`src/rtl/mem_pkg.sv`:
```
// Shared types and constants for the 16x32 single-port storage array.
// The parity helper is only referenced when MEM_PARITY_EN is defined.
package mem_pkg;

  localparam int DEPTH  = 16;
  localparam int ADDR_W = 4;
  localparam int DATA_W = 32;

  typedef logic [ADDR_W-1:0] addr_t;
  typedef logic [DATA_W-1:0] data_t;

  typedef enum logic {
    OP_READ  = 1'b0,
    OP_WRITE = 1'b1
  } op_t;

  // Even parity: the stored bit makes the total count of ones even.
  function automatic logic even_parity(input data_t word);
    return ^word;
  endfunction

endpackage

```
`src/rtl/mem_parity_gen.sv`:
```
// Combinational even-parity generator for one data word.
module mem_parity_gen
  import mem_pkg::*;
(
  input  logic [DATA_W-1:0] data,
  output logic              parity
);

  assign parity = even_parity(data);

endmodule

```
`src/rtl/mem_array_16x32.sv`:
```
// Single-port 16x32 storage array with registered read data and valid.
// Optional per-word parity with error injection when MEM_PARITY_EN is defined.
module mem_array_16x32
  import mem_pkg::*;
(
  input  logic              clk,
  input  logic              rst_n,
  input  logic              en,
  input  logic              wr_en,
  input  logic [ADDR_W-1:0] addr,
  input  logic [DATA_W-1:0] data_in,
  output logic [DATA_W-1:0] data_out,
  output logic              valid_out
`ifdef MEM_PARITY_EN
  ,
  input  logic              par_flip,
  output logic              parity_err
`endif
);

  data_t mem_r [DEPTH];
  data_t data_out_r;
  logic  valid_r;
  data_t rd_word_s;
  op_t   op_s;
  logic  rd_s;
  logic  wr_s;

  assign rd_word_s = mem_r[addr];

  // Decode the request into a read or write strobe.
  always_comb begin
    op_s = OP_READ;
    rd_s = 1'b0;
    wr_s = 1'b0;
    if (wr_en) begin
      op_s = OP_WRITE;
    end else begin
      op_s = OP_READ;
    end
    if (en) begin
      case (op_s)
        OP_WRITE: wr_s = 1'b1;
        OP_READ:  rd_s = 1'b1;
        default: begin
          rd_s = 1'b0;
          wr_s = 1'b0;
        end
      endcase
    end else begin
      rd_s = 1'b0;
      wr_s = 1'b0;
    end
  end

  // Storage array; reset clears every word so no partial write survives.
  always_ff @(posedge clk or negedge rst_n) begin
    if (!rst_n) begin
      for (int i = 0; i < DEPTH; i++) begin
        mem_r[i] <= {DATA_W{1'b0}};
      end
    end else if (wr_s) begin
      mem_r[addr] <= data_in;
    end
  end

  // Read data register holds its value across writes and idle cycles.
  always_ff @(posedge clk or negedge rst_n) begin
    if (!rst_n) begin
      data_out_r <= {DATA_W{1'b0}};
      valid_r    <= 1'b0;
    end else begin
      valid_r <= rd_s;
      if (rd_s) begin
        data_out_r <= rd_word_s;
      end
    end
  end

  assign data_out  = data_out_r;
  assign valid_out = valid_r;

`ifdef MEM_PARITY_EN
  logic par_r [DEPTH];
  logic par_err_r;
  logic wr_par_s;
  logic rd_par_s;

  mem_parity_gen u_wr_par (
    .data   (data_in),
    .parity (wr_par_s)
  );

  mem_parity_gen u_rd_par (
    .data   (rd_word_s),
    .parity (rd_par_s)
  );

  // Stored parity bits; par_flip inverts the bit to inject an error.
  always_ff @(posedge clk or negedge rst_n) begin
    if (!rst_n) begin
      for (int i = 0; i < DEPTH; i++) begin
        par_r[i] <= 1'b0;
      end
    end else if (wr_s) begin
      par_r[addr] <= wr_par_s ^ par_flip;
    end
  end

  // Parity error is qualified by the read and cleared on any non-read cycle.
  always_ff @(posedge clk or negedge rst_n) begin
    if (!rst_n) begin
      par_err_r <= 1'b0;
    end else if (rd_s) begin
      par_err_r <= rd_par_s ^ par_r[addr];
    end else begin
      par_err_r <= 1'b0;
    end
  end

  assign parity_err = par_err_r;
`endif

endmodule

```
`config.mk`:
```
export PLATFORM = sky130hd
export DESIGN_NAME = mem_array_16x32
export DESIGN_NICKNAME = d
export VERILOG_FILES = /design/src/rtl/mem_pkg.sv /design/src/rtl/mem_parity_gen.sv /design/src/rtl/mem_array_16x32.sv
export SDC_FILE = /design/constraint.sdc
export NUM_CORES = 1
export LEC_CHECK = 0
export BUFFER_PORTS_ARGS = -buffer_cell sky130_fd_sc_hd__buf_2
export CAP_MARGIN = 0
export CORE_UTILIZATION = 35
export CTS_CLUSTER_DIAMETER = 100
export DETAILED_ROUTE_END_ITERATION = 10
export PLACE_DENSITY_LB_ADDON = 0.3
export SLEW_MARGIN = 20
export SYNTH_ARGS = -nofsm -noshare
export SYNTH_HDL_FRONTEND = slang
export SYNTH_HIERARCHICAL = 1
export SYNTH_SLANG_ARGS = --single-unit
```
`constraint.sdc`:
```
create_clock -name clk -period 1.19 [get_ports clk]
set_clock_uncertainty 0.05 [all_clocks]
set_input_delay 0 -clock clk [delete_from_list [all_inputs] [get_ports clk]]
set_output_delay 0 -clock clk [all_outputs]
set_load 0.02 [all_outputs]
```
==> flow_metrics.env <==
export IMPL_synth_xor_area_share=0
export IMPL_async_reset_ff_frac=1.000
export IMPL_stdcell_count=2821
export IMPL_fin_util=0.4446
export IMPL_start_kind="flop"
export IMPL_drt_iter0_markers=895
export IMPL_vias_per_cell=5.331
export IMPL_min_path_type="primary input to flop"
export IMPL_grt_pass1_wl_um=101900
export IMPL_finalNetCount=1930
export IMPL_dr_pass1_iters=5
export IMPL_syn_nets=1726
export IMPL_dp_cells=2653
export IMPL_die_y_um=265
export IMPL_numPortBuffers=72
export IMPL_power_leakage_nw=13.77
export IMPL_p_sw_w=0.01325
export IMPL_num_io_pins=73
export IMPL_fp_row_count=96
export IMPL_drc=0
export IMPL_yosysUniqueCellTypes=28
export IMPL_synth_ff_type="dfrtp_1"
export IMPL_syn_instance_count=1686
export IMPL_finalHoldViolCount=0
export IMPL_clock_path_buffers=3
export IMPL_antenna_cells=0
export IMPL_synth_top_cell_area_share=0.5633
export IMPL_num_vias=15039
export IMPL_period_share=1.168
export IMPL_setup_ws_ps=-199.6
export IMPL_critPathSlowestCell="mux4_2"
export IMPL_place_area_um2=27400
export IMPL_cpPeakStageDelay_ps=470
export IMPL_critical_path_max_fanout=2
export IMPL_antenna_found_initial=0
export IMPL_path_cells="mux4_2 > o21ai_1 > buf_4 > a31oi_1"
export IMPL_die_area_um2=70230
export IMPL_stdcell_area_um2=30440
export IMPL_reg2reg_depth=4
export IMPL_synth_top_family_by_area="multiplexers"
export IMPL_layout_drive_gt1_share=0.5075
export IMPL_die_w_um=265
export IMPL_comb_power_share=0.170
export IMPL_initial_utilization=0.3536
export IMPL_grt_overflow=0
export IMPL_clockRootBuffer="clkbuf_16"
export IMPL_p_sw_frac=0.2552
export IMPL_drtAntennaViolNets=0
export IMPL_fmax_mhz=719.6
export IMPL_core_area_um2=68470
export IMPL_p_per_area_nw_per_um2=1705
export IMPL_synth_top_area_cell="dfrtp_1"
export IMPL_grt_max_degree=68
export IMPL_grt_pass1_vias=16292
export IMPL_clk_pin_slew_worst_paths_ps=60
export IMPL_min_period_ps=1390
export IMPL_worstHoldPathCells=4
export IMPL_cts_tree="built"
export IMPL_synth_edf_count=0
export IMPL_p_clk_frac=0.369
export IMPL_synthMuxAreaShare=0.3473
export IMPL_n_fill_cell=6099
export IMPL_finalMaxSlewViolations=0
export IMPL_p_int_w=0.03866
export IMPL_rr_startpoint="mem_r[344]"
export IMPL_ff2ff_setup_slack_ps=-200
export IMPL_violations="setup timing"
export IMPL_gp_congestion=0.7708
export IMPL_clk_insertion_delay_late_ps=630
export IMPL_tightest_slew_ps=416.1
export IMPL_post_place_ws_ps=-524.8
export IMPL_status="finished with violations"
export IMPL_cp_required_ps=1630
export IMPL_maxSlewHeadroom=0.7217
export IMPL_syn_area_um2=24210
export IMPL_dp_hpwl_um=41670
export IMPL_grt_setup_unrepaired="true"
export IMPL_crit_type="flop to flop"
export IMPL_yosys_register_bits=545
export IMPL_syn_area_per_cell_um2=14.36
export IMPL_vdd_drop_max_mv=1.193
export IMPL_whs_endpoint="mem_r[231]"
export IMPL_rr_endpoint="data_out[24]"
export IMPL_cap_viol_max_count=0
export IMPL_cp_arrival_ps=1830
export IMPL_cts_buffers=57
export IMPL_synth_adder_area_share=0
export IMPL_wl_per_cell_um=23.22
export IMPL_pwr_share_seq=0.462
export IMPL_clock_sinks=545
export IMPL_synth_area_leaders="dfrtp_1 (56%), mux2_2 (24%), mux2i_1 (7.9%)"
export IMPL_htree_levels=2
export IMPL_finalSetupViolCount=64
export IMPL_synthToLayoutAreaGrowth_pct=25.75
export IMPL_ys_seq_area_frac=0.5633
export IMPL_worstHoldStart="addr[0]"
export IMPL_yosys_warnings=6
export IMPL_synth_compound_area_share=0.04300
export IMPL_grt_usage=0.1892
export IMPL_synth_simple_area_share=0.01757
export IMPL_wirelength_um=65500
export IMPL_end_kind="flop"
## placed cells by master (no fill, tap or decap), types with 3 or more instances in the layout
cell / count
nor2_1: 64
mux4_2: 32
o22ai_1: 34
nor2_4: 9
buf_2: 36
clkbuf_8: 17
a31oi_1: 32
o22ai_2: 30
buf_12: 53
mux2_4: 40
mux2_1: 3
mux2i_1: 192
nor2b_4: 3
buf_6: 35
clkinv_2: 12
a221oi_2: 4
bufinv_16: 7
o21ai_2: 27
clkinvlp_4: 6
dlygate4sd3_1: 44
buf_4: 119
clkbuf_16: 60
clkbuf_1: 6
dfrtp_2: 4
mux2_2: 469
o21ai_1: 3
dfrtp_1: 541
a221oi_1: 28
## Yosys cell counts, types with 3 or more instances
cell	instances
a31oi_1	32
mux2_2	508
nand2_1	3
buf_6	6
buf_1	3
nor2b_1	3
mux2i_1	192
mux2_1	4
nor2_1	74
mux4_2	32
clkbuf_1	66
a221oi_1	32
buf_2	69
nand3_1	4
o22ai_1	64
dfrtp_1	545
o21ai_0	32
## critical path: cells and delay by family, from the launching register on
| kind | cells | cell delay [ps] |
|---|---|---|
| mux | 1 | 470 |
| compound gates | 2 | 210 |
| buf+inv | 1 | 140 |
| flops | 1 | 380 |
## how the worst max path moves through the flow
stage	start	cells past startpoint	slack, ps	to
floorplan	addr[2]	6	-220	mem_r[231]
global placement	addr[0]	6	-590	data_out[30]
detailed placement	addr[0]	6	-520	data_out[30]
CTS	mem_r[344]	4	-220	data_out[24]
global route	mem_r[344]	4	-230	data_out[24]
finish	mem_r[344]	4	-200	data_out[24]
## through the flow
stage          hold WS (ps)  TNS (ps)  power, W
5_1_grt               21.59     -7394   0.05435
3_5_place_dp         -137.6   -210560   0.03245
2_1_floorplan        -345.6    -43110   0.02951
6_report              19.05     -4577   0.05191
4_1_cts              -11.20     -6111   0.05229
3_3_place_gp         -141.1   -196030   0.03195
## registers in the layout, indices dropped and copies added (netlist names)
signal and flops:
mem_r 512, data_out 32, valid_out 1
## layout make-up
class,instances,area [µm²],area share
clock buffer,80,1683,0.05528
clock inverter,28,377.9,0.01241
multi-input combinational,993,10520,0.3456
sequential,545,13640,0.4482
tap,882,1104,0.03625
timing repair buffer,293,3114,0.1023
## power by group through the flow
stage	clock network [W]	registers (W)	logic [W]
floorplan	0	0.0238	0.00569
global placement	0	0.0240	0.00793
detailed placement	0	0.0242	0.00820
CTS	0.0196	0.0240	0.00875
global route	0.0204	0.0244	0.00955
finish	0.0191	0.0240	0.00880
## repair_timing
| action | 4_1_cts | 5_1_grt |
|---|---|---|
| resized for setup | 115 | 15 |
| setup buffers | 13 | 9 |
| setup endpoints to repair | 65 | 183 |
| cloned | 0 | 2 |
| endpoints found under the hold margin | 1071 | 0 |
| hold buffers | 44 | 0 |
| pin swaps | 10 | 10 |
## kinds of logic after synthesis
logic type,Yosys count
multiplexers,736
flip-flops,545
AND/OR/NAND/NOR,97
buffers and inverters,148
AO/OA/AOI/OAI,160
## layer usage
layer	global-route usage	routed length, µm
met4	0.05327	1669
met3	0.03186	2656
met1	0.2632	30310
met5	0	0
met2	0.3037	30860
Power figures use the tool's default switching activity.
